===== src/rtl/pll_mon_pkg.sv =====
// Shared definitions for the PLL lock monitor.
// Contents:
//   ch_state_e  per-channel supervisor state
//   cnt_width   width needed to hold values 0..max_val (minimum 1 bit)
//   max_u       larger of two unsigned values
package pll_mon_pkg;

  typedef enum logic [2:0] {
    StRstPulse,
    StWaitLock,
    StQual,
    StLocked,
    StFail
  } ch_state_e;

  function automatic int unsigned cnt_width(input int unsigned max_val);
    return (max_val == 0) ? 1 : $clog2(max_val + 1);
  endfunction

  function automatic int unsigned max_u(input int unsigned a, input int unsigned b);
    return (a > b) ? a : b;
  endfunction

endpackage


===== src/rtl/pll_lock_ch.sv =====
// One PLL channel supervisor.
// It synchronises the raw lock and qualifies it over several cycles.
// It pulses the PLL reset and retries a bounded number of times on timeout.
// It also counts lock-loss events.
// Ports:
//   clkin1            monitor clock
//   rst               synchronous active-high reset
//   lock_i            raw PLL lock, asynchronous to clkin1
//   clr_sticky_i      clears loss_sticky_o and loss_cnt_o
//   pll_rst_o         active-high reset to the PLL
//   locked_o          channel in LOCKED state
//   fail_o            retries exhausted; terminal until rst
//   loss_sticky_o     set on a loss of lock while LOCKED
//   loss_cnt_o        saturating count of loss events
//   *_nxt_o           next-state values of the matching registered outputs. The top
//                     uses them to register its summary flags with no extra latency.
module pll_lock_ch
  import pll_mon_pkg::*;
#(
  parameter int unsigned SyncStages     = 2,
  parameter int unsigned LockQualCycles = 64,
  parameter int unsigned TimeoutCycles  = 10000,
  parameter int unsigned PllRstCycles   = 16,
  parameter int unsigned MaxRetry       = 3,
  parameter int unsigned CntW           = 8
) (
  input  logic            clkin1,
  input  logic            rst,
  input  logic            lock_i,
  input  logic            clr_sticky_i,
  output logic            pll_rst_o,
  output logic            locked_o,
  output logic            fail_o,
  output logic            loss_sticky_o,
  output logic [CntW-1:0] loss_cnt_o,
  output logic            locked_nxt_o,
  output logic            fail_nxt_o,
  output logic            loss_sticky_nxt_o
);

  // The timer is shared: it counts the reset pulse and then the lock-wait window.
  localparam int unsigned TmrW  = cnt_width(max_u(TimeoutCycles, PllRstCycles));
  localparam int unsigned QualW = cnt_width(LockQualCycles);
  localparam int unsigned RtyW  = cnt_width(MaxRetry);

  localparam logic [TmrW-1:0]  PulseLast   = TmrW'(PllRstCycles - 1);
  localparam logic [TmrW-1:0]  TimeoutLast = TmrW'(TimeoutCycles - 1);
  localparam logic [QualW-1:0] QualFull    = QualW'(LockQualCycles);
  localparam logic [RtyW-1:0]  RtyMax      = RtyW'(MaxRetry);
  localparam logic [CntW-1:0]  CntMax      = '1;

  logic [SyncStages-1:0] sync_q;
  logic                  lock_s;

  ch_state_e        state_q, state_d;
  logic [TmrW-1:0]  tmr_q, tmr_d;
  logic [QualW-1:0] qual_q, qual_d;
  logic [RtyW-1:0]  rty_q, rty_d;
  logic             sticky_q, sticky_d;
  logic [CntW-1:0]  cnt_q, cnt_d;
  logic             pll_rst_q, pll_rst_d;
  logic             locked_q, locked_d;
  logic             fail_q, fail_d;
  logic             tmo;
  logic             qual_done;

  assign lock_s = sync_q[SyncStages-1];

  always_comb begin
    state_d   = state_q;
    tmr_d     = tmr_q;
    qual_d    = qual_q;
    rty_d     = rty_q;
    // A clear in the same cycle as a loss event is applied before the event.
    sticky_d  = clr_sticky_i ? 1'b0 : sticky_q;
    cnt_d     = clr_sticky_i ? '0 : cnt_q;
    tmo       = 1'b0;
    qual_done = 1'b0;

    case (state_q)
      StRstPulse: begin
        if (tmr_q == PulseLast) begin
          state_d = StWaitLock;
          tmr_d   = '0;
        end else begin
          tmr_d = tmr_q + 1'b1;
        end
      end
      StWaitLock: begin
        tmr_d = tmr_q + 1'b1;
        tmo   = (tmr_q == TimeoutLast);
        if (lock_s) begin
          state_d = StQual;
          qual_d  = QualW'(1);
        end
      end
      StQual: begin
        tmr_d = tmr_q + 1'b1;
        if (lock_s) begin
          if (qual_q == QualFull) begin
            qual_done = 1'b1;
            state_d   = StLocked;
            qual_d    = '0;
          end else begin
            qual_d = qual_q + 1'b1;
          end
        end else begin
          state_d = StWaitLock;
          qual_d  = '0;
        end
        // Completing qualification on the timeout edge still counts as locked.
        tmo = (tmr_q == TimeoutLast) && !qual_done;
      end
      StLocked: begin
        rty_d = '0;
        if (!lock_s) begin
          sticky_d = 1'b1;
          if (cnt_d != CntMax) begin
            cnt_d = cnt_d + 1'b1;
          end
          state_d = StRstPulse;
          tmr_d   = '0;
        end
      end
      StFail: begin
        state_d = StFail;
      end
      default: begin
        state_d = StFail;
      end
    endcase

    if (tmo) begin
      qual_d = '0;
      tmr_d  = '0;
      if (rty_q != RtyMax) begin
        rty_d   = rty_q + 1'b1;
        state_d = StRstPulse;
      end else begin
        state_d = StFail;
      end
    end

    pll_rst_d = (state_d == StRstPulse) || (state_d == StFail);
    locked_d  = (state_d == StLocked);
    fail_d    = (state_d == StFail);
  end

  always_ff @(posedge clkin1) begin
    if (rst) begin
      sync_q    <= '0;
      state_q   <= StRstPulse;
      tmr_q     <= '0;
      qual_q    <= '0;
      rty_q     <= '0;
      sticky_q  <= 1'b0;
      cnt_q     <= '0;
      pll_rst_q <= 1'b1;
      locked_q  <= 1'b0;
      fail_q    <= 1'b0;
    end else begin
      sync_q    <= {sync_q[SyncStages-2:0], lock_i};
      state_q   <= state_d;
      tmr_q     <= tmr_d;
      qual_q    <= qual_d;
      rty_q     <= rty_d;
      sticky_q  <= sticky_d;
      cnt_q     <= cnt_d;
      pll_rst_q <= pll_rst_d;
      locked_q  <= locked_d;
      fail_q    <= fail_d;
    end
  end

  assign pll_rst_o         = pll_rst_q;
  assign locked_o          = locked_q;
  assign fail_o            = fail_q;
  assign loss_sticky_o     = sticky_q;
  assign loss_cnt_o        = cnt_q;
  assign locked_nxt_o      = locked_d;
  assign fail_nxt_o        = fail_d;
  assign loss_sticky_nxt_o = sticky_d;

endmodule


===== src/rtl/pll_lock_monitor.sv =====
// Multi-channel PLL supervisor.
// It holds one independent pll_lock_ch per PLL and registers the global summary flags.
// Ports:
//   clkin1         monitor clock
//   rst            synchronous active-high reset
//   lock_in_i      raw PLL lock per channel, asynchronous to clkin1
//   clr_sticky_i   1-cycle pulse: clear loss_sticky_o and loss_cnt_o on all channels
//   pll_rst_out_o  active-high reset to each PLL
//   ch_locked_o    channel in LOCKED state
//   ch_fail_o      channel exhausted its retries
//   loss_sticky_o  per-channel lock-loss flag
//   loss_cnt_o     saturating loss counters, ch0 in [CntW-1:0]
//   all_locked_o   every channel locked
//   chk_ok_o       all locked, no loss recorded, no channel failed
module pll_lock_monitor
  import pll_mon_pkg::*;
#(
  parameter int unsigned NumCh          = 4,
  parameter int unsigned SyncStages     = 2,
  parameter int unsigned LockQualCycles = 64,
  parameter int unsigned TimeoutCycles  = 10000,
  parameter int unsigned PllRstCycles   = 16,
  parameter int unsigned MaxRetry       = 3,
  parameter int unsigned CntW           = 8
) (
  input  logic                  clkin1,
  input  logic                  rst,
  input  logic [NumCh-1:0]      lock_in_i,
  input  logic                  clr_sticky_i,
  output logic [NumCh-1:0]      pll_rst_out_o,
  output logic [NumCh-1:0]      ch_locked_o,
  output logic [NumCh-1:0]      ch_fail_o,
  output logic [NumCh-1:0]      loss_sticky_o,
  output logic [NumCh*CntW-1:0] loss_cnt_o,
  output logic                  all_locked_o,
  output logic                  chk_ok_o
);

  logic [NumCh-1:0] ch_locked_d;
  logic [NumCh-1:0] ch_fail_d;
  logic [NumCh-1:0] loss_sticky_d;
  logic             all_locked_q;
  logic             chk_ok_q;

  for (genvar g = 0; g < NumCh; g++) begin : g_ch
    pll_lock_ch #(
      .SyncStages    (SyncStages),
      .LockQualCycles(LockQualCycles),
      .TimeoutCycles (TimeoutCycles),
      .PllRstCycles  (PllRstCycles),
      .MaxRetry      (MaxRetry),
      .CntW          (CntW)
    ) u_ch (
      .clkin1           (clkin1),
      .rst              (rst),
      .lock_i           (lock_in_i[g]),
      .clr_sticky_i     (clr_sticky_i),
      .pll_rst_o        (pll_rst_out_o[g]),
      .locked_o         (ch_locked_o[g]),
      .fail_o           (ch_fail_o[g]),
      .loss_sticky_o    (loss_sticky_o[g]),
      .loss_cnt_o       (loss_cnt_o[g*CntW +: CntW]),
      .locked_nxt_o     (ch_locked_d[g]),
      .fail_nxt_o       (ch_fail_d[g]),
      .loss_sticky_nxt_o(loss_sticky_d[g])
    );
  end

  // Built from the channels' next-state values so the summary updates on the same edge.
  always_ff @(posedge clkin1) begin
    if (rst) begin
      all_locked_q <= 1'b0;
      chk_ok_q     <= 1'b0;
    end else begin
      all_locked_q <= &ch_locked_d;
      chk_ok_q     <= (&ch_locked_d) & ~(|loss_sticky_d) & ~(|ch_fail_d);
    end
  end

  assign all_locked_o = all_locked_q;
  assign chk_ok_o     = chk_ok_q;

endmodule


===== config.mk =====
export PLATFORM = sky130hd
export DESIGN_NAME = pll_lock_monitor
export DESIGN_NICKNAME = d
export VERILOG_FILES = /design/src/rtl/pll_mon_pkg.sv /design/src/rtl/pll_lock_ch.sv /design/src/rtl/pll_lock_monitor.sv
export SDC_FILE = /design/constraint.sdc
export NUM_CORES = 1
export LEC_CHECK = 0
export CAP_MARGIN = 20
export CORE_ASPECT_RATIO = 1.75
export CORE_MARGIN = 5
export CORE_UTILIZATION = 59
export DETAILED_ROUTE_END_ITERATION = 12
export MAX_ROUTING_LAYER = met4
export PLACE_DENSITY_LB_ADDON = 0.1
export SETUP_SLACK_MARGIN = 0.02
export SLEW_MARGIN = 15
export SYNTH_ARGS = -nofsm -noshare
export SYNTH_HDL_FRONTEND = slang
export SYNTH_SLANG_ARGS = --single-unit

===== constraint.sdc =====
create_clock -name clkin1 -period 2.5 [get_ports clkin1]
set_input_delay 0.5 -clock clkin1 [delete_from_list [all_inputs] [get_ports clkin1]]
set_output_delay 0.5 -clock clkin1 [all_outputs]
set_load 0.01 [all_outputs]

Word-level counts from Yosys, hierarchy flattened
Index checks and enable logic that the tools add are counted.
- input port bits: 7
- register bits: 162
- $add $sub $neg: 16
- bitwise logic cells: 4
- reduce and logical (&&, ||, !) cells: 47
- equal/unequal tests: 48
- mux-type cells: 116
- operators with widths (cell ; count):
    $pmux 14 s3 ; 4
    $mux 8 ; 16
    $mux 14 ; 8
    $mux 3 ; 28
    $mux 7 ; 12
    $add 14x1->14 const B ; 4
    $eq 14x14->1 const B ; 4
    $eq 14x4->1 const B ; 4
    $pmux 7 s2 ; 4
    $pmux 3 s4 ; 4
    $eq 3x2->1 const B ; 12
    $add 8x1->8 const B ; 4
    $ne 8x8->1 const B ; 4
    $add 7x1->7 const B ; 4
    $eq 7x7->1 const B ; 4
    $logic_not 3->1 ; 8
    $mux 1 ; 24
    $mux 2 ; 12
    $ne 2x2->1 const B ; 8
    $reduce_and 2->1 ; 8
    $reduce_or 2->1 ; 8
    $eq 3x1->1 const B ; 4
    $eq 3x3->1 const B ; 4
    $reduce_bool 3->1 ; 4
    other kinds (11) ; 35

Longest topological paths before layout
- depth after elaboration: 12
- depth in mapped cells: 9

By module
Synthesis repeated with hierarchy kept, for this count alone.
- cell total of the unflattened synthesis: 958
- area, all modules: 8590.7 um^2
- by module, submodules not included (module ; seq. area each (um^2) ; instances ; cells each ; area each (um^2)):
    pll_lock_ch (g_ch[0].u_ch ...) ; 800.8 ; 2 ; 239 ; 2123.3
    pll_lock_ch (g_ch[1].u_ch) ; 800.8 ; 1 ; 240 ; 2185.8
    pll_lock_ch (g_ch[3].u_ch) ; 800.8 ; 1 ; 232 ; 2075.7
    pll_lock_monitor ; 40.0 ; 1 ; 8 ; 82.6

Worst setup path before layout
OpenSTA, ideal clock, no wires.
- path type: input -> register
- start: input port clr_sticky_i
- end: register g_ch[3].u_ch.cnt_q[5]
- stages on the path: 9
- slack: 152 ps
- library setup time: 128 ps
- buffers on the path: 2
- arrival: 2220 ps
- cell sequence: clkbuf_1 clkbuf_1 nor2b_1 ha_1 and3b_1 a41oi_1 nand4_1 xnor2_1 nor2_1
- word-level cells in the longest chain between the ends: 5
- elaborated cells between the ends (all ways): 6
- classes of those cells: add/sub (1); eq/ne (1); mux (4)
- ends and longest elaborated chain (element ; RTL line ; source):
    from (decl) ; pll_lock_monitor.sv:29 ; input logic clr_sticky_i,
    $mux 8 (*) ; pll_lock_ch.sv:76 ; cnt_d = clr_sticky_i ? '0 : cnt_q;
    $add 8x1->8 or $ne 8x8->1 (tied branches) ; pll_lock_ch.sv:119, pll_lock_ch.sv:118 ;
    $mux 8 ; pll_lock_ch.sv:118 ; if (cnt_d != CntMax) begin
    $mux 8 ; pll_lock_ch.sv:116 ; if (!lock_s) begin
    $mux 8 (*) ; pll_lock_ch.sv:80 ; case (state_q)
    to (signal assigned) ; pll_lock_ch.sv:168 ; cnt_q <= cnt_d;
    to (decl) ; pll_lock_ch.sv:60 ; logic [CntW-1:0] cnt_q, cnt_d;
Every way passes the cells marked *; elsewhere a longest branch is shown, timed or not.
A chain may end at the register's enable or synchronous reset.

Worst setup path after layout
- start: register g_ch[2].u_ch.tmr_q[3]
- end: register all_locked_q (netlist: all_locked_o)
- word-level cells in the longest chain between the ends: 6
- elaborated cells between the ends (all ways): 9
- classes of those cells: eq/ne (3); mux (4); reduce/logical (2)
- ends and longest elaborated chain (element ; RTL line ; source):
    from (decl) ; pll_lock_ch.sv:56 ; logic [TmrW-1:0] tmr_q, tmr_d;
    from (signal assigned) ; pll_lock_ch.sv:164 ; tmr_q <= tmr_d;
    $eq 14x4->1 or $eq 14x14->1 (tied branches) ; pll_lock_ch.sv:82, pll_lock_ch.sv:91, pll_lock_ch.sv:112 ;
    $mux 3 or $logic_and 1x1->1 (tied branches) ; pll_lock_ch.sv:82, pll_lock_ch.sv:112 ;
    $pmux 3 s4 or $pmux 1 s2 (tied branches) ; pll_lock_ch.sv:80 ;
    $mux 3 (*) ; pll_lock_ch.sv:133 ; if (tmo) begin
    $eq 3x2->1 (*) ; pll_lock_ch.sv:145 ; locked_d = (state_d == StLocked);
    $reduce_and 4->1 (*) ; pll_lock_monitor.sv:75 ; all_locked_q <= &ch_locked_d;
    to (signal assigned) ; pll_lock_monitor.sv:75 ;
    to (decl) ; pll_lock_monitor.sv:42 ; logic all_locked_q;
Marked as above.

==> run metrics <==
status=finished, final reports clean; ANT nets after route=0; CP Data Required Time=2810 ps; total routing usage reported by global routing=0.228; number of placed instances with taps included=1155; Tmin final=2210 ps; Main synth FF type=dfxtp_1; share of flip-flops with an asynchronous set or reset=0; tightest slew margin relative to the limit=0.391; largest vdd supply drop=~0.00047 V; fraction of power consumed by sequential logic=0.477; combined area of all synthesized cells=8110 sq um; EDFF count, synth=0; Avg Inst Size Synth=between 8 and 9 sq um; per-cell via count in the routed design=5.71; total design power=approximately 0.0055 W; die outline width=slightly below 100 microns; First DRT Iteration DRCs=239; TritonCTS clock tree=yes; Comb power frac=0.023; static leakage power=3.41 nW; # setup viols final=0; most common cell after layout, fill and taps aside=dfxtp_1; Cells after Synth=around 950; Worst path most repeated cell=nor4_2; area fraction in and, or, nand and nor cells after synthesis=0.321; number of buffer cells added on primary ports=56; remaining routing DRC violations=0; number of sinks on the clock net=162; highest net fanout along the worst path=6; Core Area=about 13000 sq um; fin area=9470 sq um; post-CTS setup buffers=0; main combinational cell family by area after synthesis=simple AND/OR/NAND/NOR gates; cts hold-fix bufs=0; highest achievable clock rate=0.453 GHz; final net count=1027; floorplan die height=165 microns; cells along the critical path=or4b_4 > nor4_2 > o211ai_2 > nand3b_4 > nor4_2; max-cap violations=0; Worst EP arrival=2510 ps; sum of negative setup slack=0 ps; antenna cells=0; Switching Power=0.00114 W; First-pass DRT Iterations=5; number of buffers created by CTS=17; worst path setup slack after routing=295 ps; commonest cells after routing, fill and taps aside=dfxtp_1, nor2_1, nand2_1; worst slack, placed=about 35 ps; htree depth=4; yosys synthesis warning count=0; Post-Synth Adder-Cell Area=0.0309; Worst Tran Pin Value=900 ps; library cell used as clock root buffer=clkbuf_16; ratio of final minimum period to clock period=0.882; number of standard cells in the final layout excluding fillers=1187; Fin. Hold Viols=0; global-route congestion overflow total=0; count of cells resized by post-cts repair=0; initial core utilization=0.603; type of element launching the critical path=flop; Rows=between 50 and 60; HPWL reported at the end of detailed placement=between 10000 and 15000 microns; Yosys top cell area share=0.400; worst clock skew=11.2 ps; Synthesized Nets=974; Internal Pwr Total=0.00437 W; Critical Path Max Stage Delay=520 ps; Post-DP Area=8830 sq um; worst hold-check path type=primary input to flop; cell accounting for the most synthesized area=dfxtp_1; Distinct cells, synth=74; count of pins over their slew limit=0; number of buffers on the longest clock path=2; classification of the worst setup path=flop to flop; xor-xnor portion of the synthesized cell area=0.0788; Power Dens Cells=582 nW/um^2; post-synthesis sequential area ratio=0.400; ranking of synthesized cells by area=dfxtp_1, nor2_1, xor2_1, xnor2_1, nand2_1; synthesis-stage register bit count=about 160; worst skew pair latency=420 ps; first-pass GRT wire length=29700 microns; I/O pins=57; synthesized-area fraction occupied by ao, oa, aoi and oai cells=0.115; number of antenna violations at the first check in global routing=0; Slowest cell on crit path=or4b_4; post-CTS clock slew at the launch and capture registers of the worst setup and hold paths=60 ps; vias after detailed routing=between 6k and 7k; via count of the first global-routing pass=6478; Clock power frac=0.500; Switching Share=0.207; multiplexer share of the synthesized area=0.0114; routability congestion estimate from global placement=0.874; Die ar.=16300 sq um; filler cell count=1135; post-detailed-routing wire length=~17000 microns; average wire per standard cell=around 15 microns; synth-to-layout area growth=16.8%; share of layout cells above drive strength 1=0.0967; RSZ-0062 raised after global routing=no; type of element capturing the critical path=flop; largest net degree at the start of global routing=47
power by group through the flow:
stage / logic [W] / clock network [W] / registers [W]
2_1_floorplan: 0.0000956 / 0 / 0.00268
3_3_place_gp: 0.000128 / 0 / 0.00268
3_5_place_dp: 0.000129 / 0 / 0.00268
4_1_cts: 0.000130 / 0.00280 / 0.00263
5_1_grt: 0.000144 / 0.00293 / 0.00263
6_report: 0.000128 / 0.00276 / 0.00263
critical path, delay by kind of cell, from the launching register on:
family	cells	cell delay, ps
AO/OA/AOI/OAI	1	200
flip-flops	1	420
AND/OR/NAND/NOR	4	1470
path summary, 6_finish.rpt:
| path | from | endpoint | slack, ps | cells past startpoint |
|---|---|---|---|---|
| setup / recovery | g_ch[2].u_ch.tmr_q[3] | all_locked_o | 290 | 5 |
| setup reg to reg | g_ch[2].u_ch.tmr_q[3] | all_locked_o | 290 | 5 |
| hold / removal | rst | g_ch[0].u_ch.rty_q[1] | 390 | 2 |
| hold reg to reg | g_ch[2].u_ch.sync_q[0] | g_ch[2].u_ch.sync_q[1] | 430 | 1 |
cell type report:
cell class | instances | area [sq um] | share of cell area
Clock buffer | 22 | 494 | 0.0522
Multi-Input combinational cell | 713 | 4520 | 0.477
Clock inverter | 10 | 148 | 0.0156
Sequential cell | 162 | 3240 | 0.342
Inverter | 20 | 75.1 | 0.00792
Timing Repair Buffer | 86 | 781 | 0.0824
Tap cell | 174 | 218 | 0.0230
metrics by stage:
step                       util  hold slack (ps)
after CTS                 0.704              378
after global placement    0.657              418
after global routing      0.704              400
final                     0.704              393
after floorplan               -              414
after detailed placement  0.657              420
synth_stat cells (7+ instances only):
cell	number
nor2b_1	37
inv_1	19
and3_1	24
mux2i_1	7
nand3b_1	13
o21ai_0	24
dfxtp_1	162
buf_2	8
ha_1	20
nor3_1	20
or2_2	7
buf_4	19
a31oi_1	11
a21oi_1	45
clkbuf_1	23
xnor2_1	36
nor4_1	13
nand3_1	41
nor2_1	130
a21o_1	9
nand2_1	75
nand4_1	20
nand2b_1	28
xor2_1	37
sequential cells by signal (all words and copies together) (netlist names):
register / cells
all_locked_o: 1
chk_ok_o: 1
g_ch.u_ch.fail_o: 4
g_ch.u_ch.locked_o: 4
g_ch.u_ch.loss_cnt_o: 32
g_ch.u_ch.loss_sticky_o: 4
g_ch.u_ch.pll_rst_o: 4
g_ch.u_ch.qual_q: 28
g_ch.u_ch.rty_q: 8
g_ch.u_ch.state_q: 12
g_ch.u_ch.sync_q: 8
g_ch.u_ch.tmr_q: 56
cells by family (layout without fill, tap and decap cells):
| family | Yosys count | in the layout |
|---|---|---|
| fa+ha+maj | 20 | 20 |
| mux | 9 | 9 |
| flops | 162 | 162 |
| simple gates | 473 | 473 |
| xor+xnor | 73 | 73 |
| compound gates | 138 | 138 |
| buf+inv | 72 | 138 |
layer usage:
| metal | GRT usage | up-vias | wire (microns) |
|---|---|---|---|
| met5 | - | - | 0 |
| met1 | 0.233 | 3196 | 7050 |
| met2 | 0.422 | 119 | 9350 |
| met3 | 0.0483 | 37 | 540 |
| li1 | - | 3426 | - |
| met4 | 0.0926 | 0 | 479 |
(Power assumes the default switching activity.)
==> variant 1: new RTL, config.mk and constraints unchanged <==
`TimeoutCycles` is set to 10000 in 2 places; all go to 5000.
--- a/src/rtl/pll_lock_ch.sv
+++ b/src/rtl/pll_lock_ch.sv
@@ -21,3 +21,3 @@
   parameter int unsigned LockQualCycles = 64,
-  parameter int unsigned TimeoutCycles  = 10000,
+  parameter int unsigned TimeoutCycles  = 5000,
   parameter int unsigned PllRstCycles   = 16,
--- a/src/rtl/pll_lock_monitor.sv
+++ b/src/rtl/pll_lock_monitor.sv
@@ -20,3 +20,3 @@
   parameter int unsigned LockQualCycles = 64,
-  parameter int unsigned TimeoutCycles  = 10000,
+  parameter int unsigned TimeoutCycles  = 5000,
   parameter int unsigned PllRstCycles   = 16,
Formal check against the unedited RTL: same outputs for any inputs over 10 cycles, from zero or initial values and one cycle with rst high; that may be too few to reach the edited logic, so the function may still have changed.
==> variant 1 against the unedited design <==
Core utilization hardly changed. Sequential power decreased by 2%. Sequential cell count decreased by 4. Die area fell by 4.4%. Wire length rose by 2.3%. Power is 6.6% lower. Via count decreased by 1.9%. Setup slack lost 0.21 ns. Synthesized area is 4.8% lower. Cell area down 4.3%.
==> variant 1: results (changes against the unedited design) <==
The flow ran to the end, and the final reports show no timing, DRC or antenna violations. The global-route wire length before repair was 30.26 mm (+1.9%). The multiplexer share of the synthesized area is 1.313% (+0.17 points). In this run the worst setup path begins at g_ch[3].u_ch.tmr_q[10]$_SDFFE_PP0P_.

Ranked by total cell area, the synthesized netlist is headed by dfxtp_1 (41%), nor2_1 (7.6%), xnor2_1 (4.0%). The terminus of the critical flop-to-flop path is chk_ok_o$_SDFF_PP0_. The fill cell instance count of the final layout came out at 1036 (-8.7%). The per-instance average area after synthesis came out at 8.411 um^2 (-1.8%). The worst hold margin is 0.4380 ns (+0.04519 ns). The sequential-to-total area share from yosys stat came to 40.97% (+0.98 points).

The maximum number of pins on one net before global-route repair is 39 (-17%). The relative area of non-clock buffer cells in the final design came to 9.108% (+0.87 points). The number of clock sinks was 158 (-2.5%). The clock-cell share of area came out at 6.197% (-0.58 points). The number of resized instances in the post-cts repair step is 4 (+4). The post-synthesis share of cell area spent on xor and xnor gates is 7.940% (+0.057 points). The number of placed instances with taps included was 1129 (-2.3%). The first-iteration detailed-routing DRC count came out at 253 (+5.9%). The maximum net fanout on the critical path is 2 (-4). The count of inverters not on the clock network in the layout is 18 (-10%). The multi-input combinational gate total came out at 691 (-3.1%). The post-placement setup slack is -0.1386 ns (-0.1738 ns). The depth of the worst register-to-register path came out at 6 (+1). The number of different library cells in the post-synthesis netlist came out at 68 (-8.1%). The destination of the worst hold path is g_ch[1].u_ch.sync_q[0]$_SDFF_PP0_.

The slew at the pin closest to its max-slew limit came to 0.6047 ns (-0.2953 ns). The arrival time of data at the critical path endpoint came out at 2.75 ns (+0.24 ns). In the synthesized netlist, the cells that appear most often are dfxtp_1 (158), nor2_1 (157), nand2_1 (71).

The sequential cell area is 3164 um^2 (-2.4%). The worst clock skew is 0.01206 ns (+0.0008261 ns). The flip-flop count of the largest register, all copies and words added came to 52 (-7.1%).
-- variant 1: cell count changes in the layout (fill, tap and decap cells not counted), moves of 6 or more --
cell       before  now
nor2_1        130  157
nand2b_1       28   11
nor4_1         13    5
nand4_1        20   27
nor3_1         20   13
a21o_1          9    3
a21oi_1        45   39
buf_4          30   36
nand4bb_1       6    0
o21a_1          0    6
or2_2           7    1
-- variant 1: report_power, final --
part	switching [mW]	internal, mW
Sequential	0.0260	2.54
Clock	1.08	1.38
Combinational	0.0761	0.0498
-- variant 1: routing by layer --
layer	wire [um]	GRT usage, %	up-vias
li1	-	-	3289
met1	6802	25.53	3173
met2	9699	43.71	132
met3	578	4.893	56
met4	751	12.52	0
met5	0	-	-
-- variant 1: worst max-delay path: stages (launching register included) --
cell	delay, ns
dfxtp_2	0.32
or4_4	0.54
nor4_4	0.30
nor3_2	0.07
or4_4	0.42
or4b_4	0.54
nor4_4	0.13
==> variant 2: new RTL, config.mk and constraints unchanged <==
Made on the original files. Re-encode `ch_state_e` (5 states) as Gray code, 3 bits wide.
--- a/src/rtl/pll_mon_pkg.sv
+++ b/src/rtl/pll_mon_pkg.sv
@@ -8,7 +8,7 @@
   typedef enum logic [2:0] {
-    StRstPulse,
-    StWaitLock,
-    StQual,
-    StLocked,
-    StFail
+    StRstPulse = 3'b000,
+    StWaitLock = 3'b001,
+    StQual     = 3'b011,
+    StLocked   = 3'b010,
+    StFail     = 3'b110
   } ch_state_e;
Behaviour: same outputs for any inputs over 10 cycles, from zero or initial values and one cycle with rst high; not proved beyond that.
==> variant 2 against the unedited design <==
Count of clock-buffer cells in the layout down 4. Synthesized cell count decreased by 2.7%. Sequential cell count unchanged. Wire length increased by 5.8%. Via count increased by 1.4%. Synthesized area shrank 2.4%. Setup slack got worse by 0.20 ns. Clock skew shrank 0.00061 ns. Cell area fell by 2.2%. Power shrank 3.3%. Critical path type unchanged. Largest power group is now registers.
==> variant 2: results (changes against the unedited design) <==
The endpoint identified for the worst register-to-register timing path is g_ch[0].u_ch.rty_q[0]$_SDFF_PP0_. The final-layout clock buffer total is 18 (-18%). The number of different library cells in the post-synthesis netlist came out at 66 (-11%).

Tracing the worst setup path back leads to its startpoint at g_ch[0].u_ch.tmr_q[0]$_SDFFE_PP0P_. The detailed-route wire length on metal 1 came out at 7.192 mm (+2.0%). The biggest cell delay along the critical path is 0.57 ns (+0.05 ns). The worst clock skew came out at 0.01062 ns (-0.0006129 ns).

The number of nets in the layout is 1002 (-2.4%). The worst-case setup margin in the final layout was 0.09867 ns (-0.1960 ns). The number of nets produced by synthesis is 948 (-2.7%). The fraction of final layout cells sized beyond drive strength 1 came out at 9.514% (-0.16 points).

After synthesis, the cell types taking the most area are dfxtp_1 (41%), nor2_1 (6.1%), xnor2_1 (4.9%). The depth of the worst register-to-register path is 6 (+1). The final routed wirelength across all metal layers came out at 18.44 mm (+5.8%). The HPWL after detailed placement is 13.70 mm (+6.3%). The arithmetic-cell share of the synthesized area counting full adders, half adders and majority gates is 3.161% (+0.076 points). The met3 wirelength from detailed routing came out at 573 um (+6.1%).

The multi-input gate share of total cell area is 46.82% (-0.84 points). On the critical path, the stage with the largest delay is an instance of or4_1. The reg2reg setup slack came out at 0.1 ns (-0.20 ns). The via density per instance is 5.917 (+3.6%). The met2 layer usage reported by global route came out at 44.22% (+2.0 points). For hold timing, the worst endpoint is g_ch[3].u_ch.sync_q[1]$_SDFF_PP0_. The global-route wire length before repair was 31.29 mm (+5.3%). The met3 capacity usage during global routing came out at 4.316% (-0.52 points). The global-route met1 utilization came out at 24.23% (+0.91 points). The multiplexer share of the synthesized area came out at 1.185% (+0.044 points). The post-placement setup slack is -0.06437 ns (-0.09959 ns).

The clock-cell share of area came out at 6.291% (-0.48 points). The most critical setup path has its endpoint at g_ch[0].u_ch.rty_q[0]$_SDFF_PP0_. Ranked by instance count, the synthesized netlist is headed by dfxtp_1 (162), nor2_1 (129), nand2_1 (72).

The global routing usage summed across all routing layers was 24.06% (+1.2 points). The arrival time of data at the critical path endpoint is 2.76 ns (+0.25 ns). The launch point of the worst reg-to-reg path is g_ch[0].u_ch.tmr_q[0]$_SDFFE_PP0P_.

The flow ran to the end, and the final reports show no timing, DRC or antenna violations. The first-iteration detailed-routing DRC count is 269 (+13%). The post-synthesis share of cell area spent on xor and xnor gates is 8.187% (+0.30 points). The maximum net fanout on the critical path came out at 4 (-2). The fill cell instance count of the final layout came out at 1087 (-4.2%).
## variant 2: cell count changes after synthesis, sizes merged, moves of 7 or more
| cell | before | now |
|---|---|---|
| nand3b | 14 | 7 |
| nand2b | 28 | 11 |
| or3 | 3 | 10 |
| nor2b | 37 | 28 |
| xor2 | 37 | 30 |
| a311oi | 6 | 15 |
| xnor2 | 36 | 44 |
## variant 2: power breakdown
part | internal [mW] | switching [mW] | total [mW]
registers | 2.61 | 0.0257 | 2.63
logic | 0.0619 | 0.0885 | 0.150
clock network | 1.48 | 1.07 | 2.55
## variant 2: through the flow
stage	instance area [um^2]	cells	setup TNS, ns	util [%]	power (mW)
after global placement	8661	1130	0	65.06	2.830
after CTS	9244	1162	0	69.44	5.366
after global routing	9268	1162	0	69.61	5.502
after floorplan	7916	921	0	-	2.786
after detailed placement	8661	1130	-0.1669	65.06	2.837
final	9268	1162	0	69.61	5.330
## variant 2: repair_timing
action                     CTS  global route
setup buffers                0             0
hold buffers                 0             0
resized for setup            0             5
setup endpoints to repair    0            38
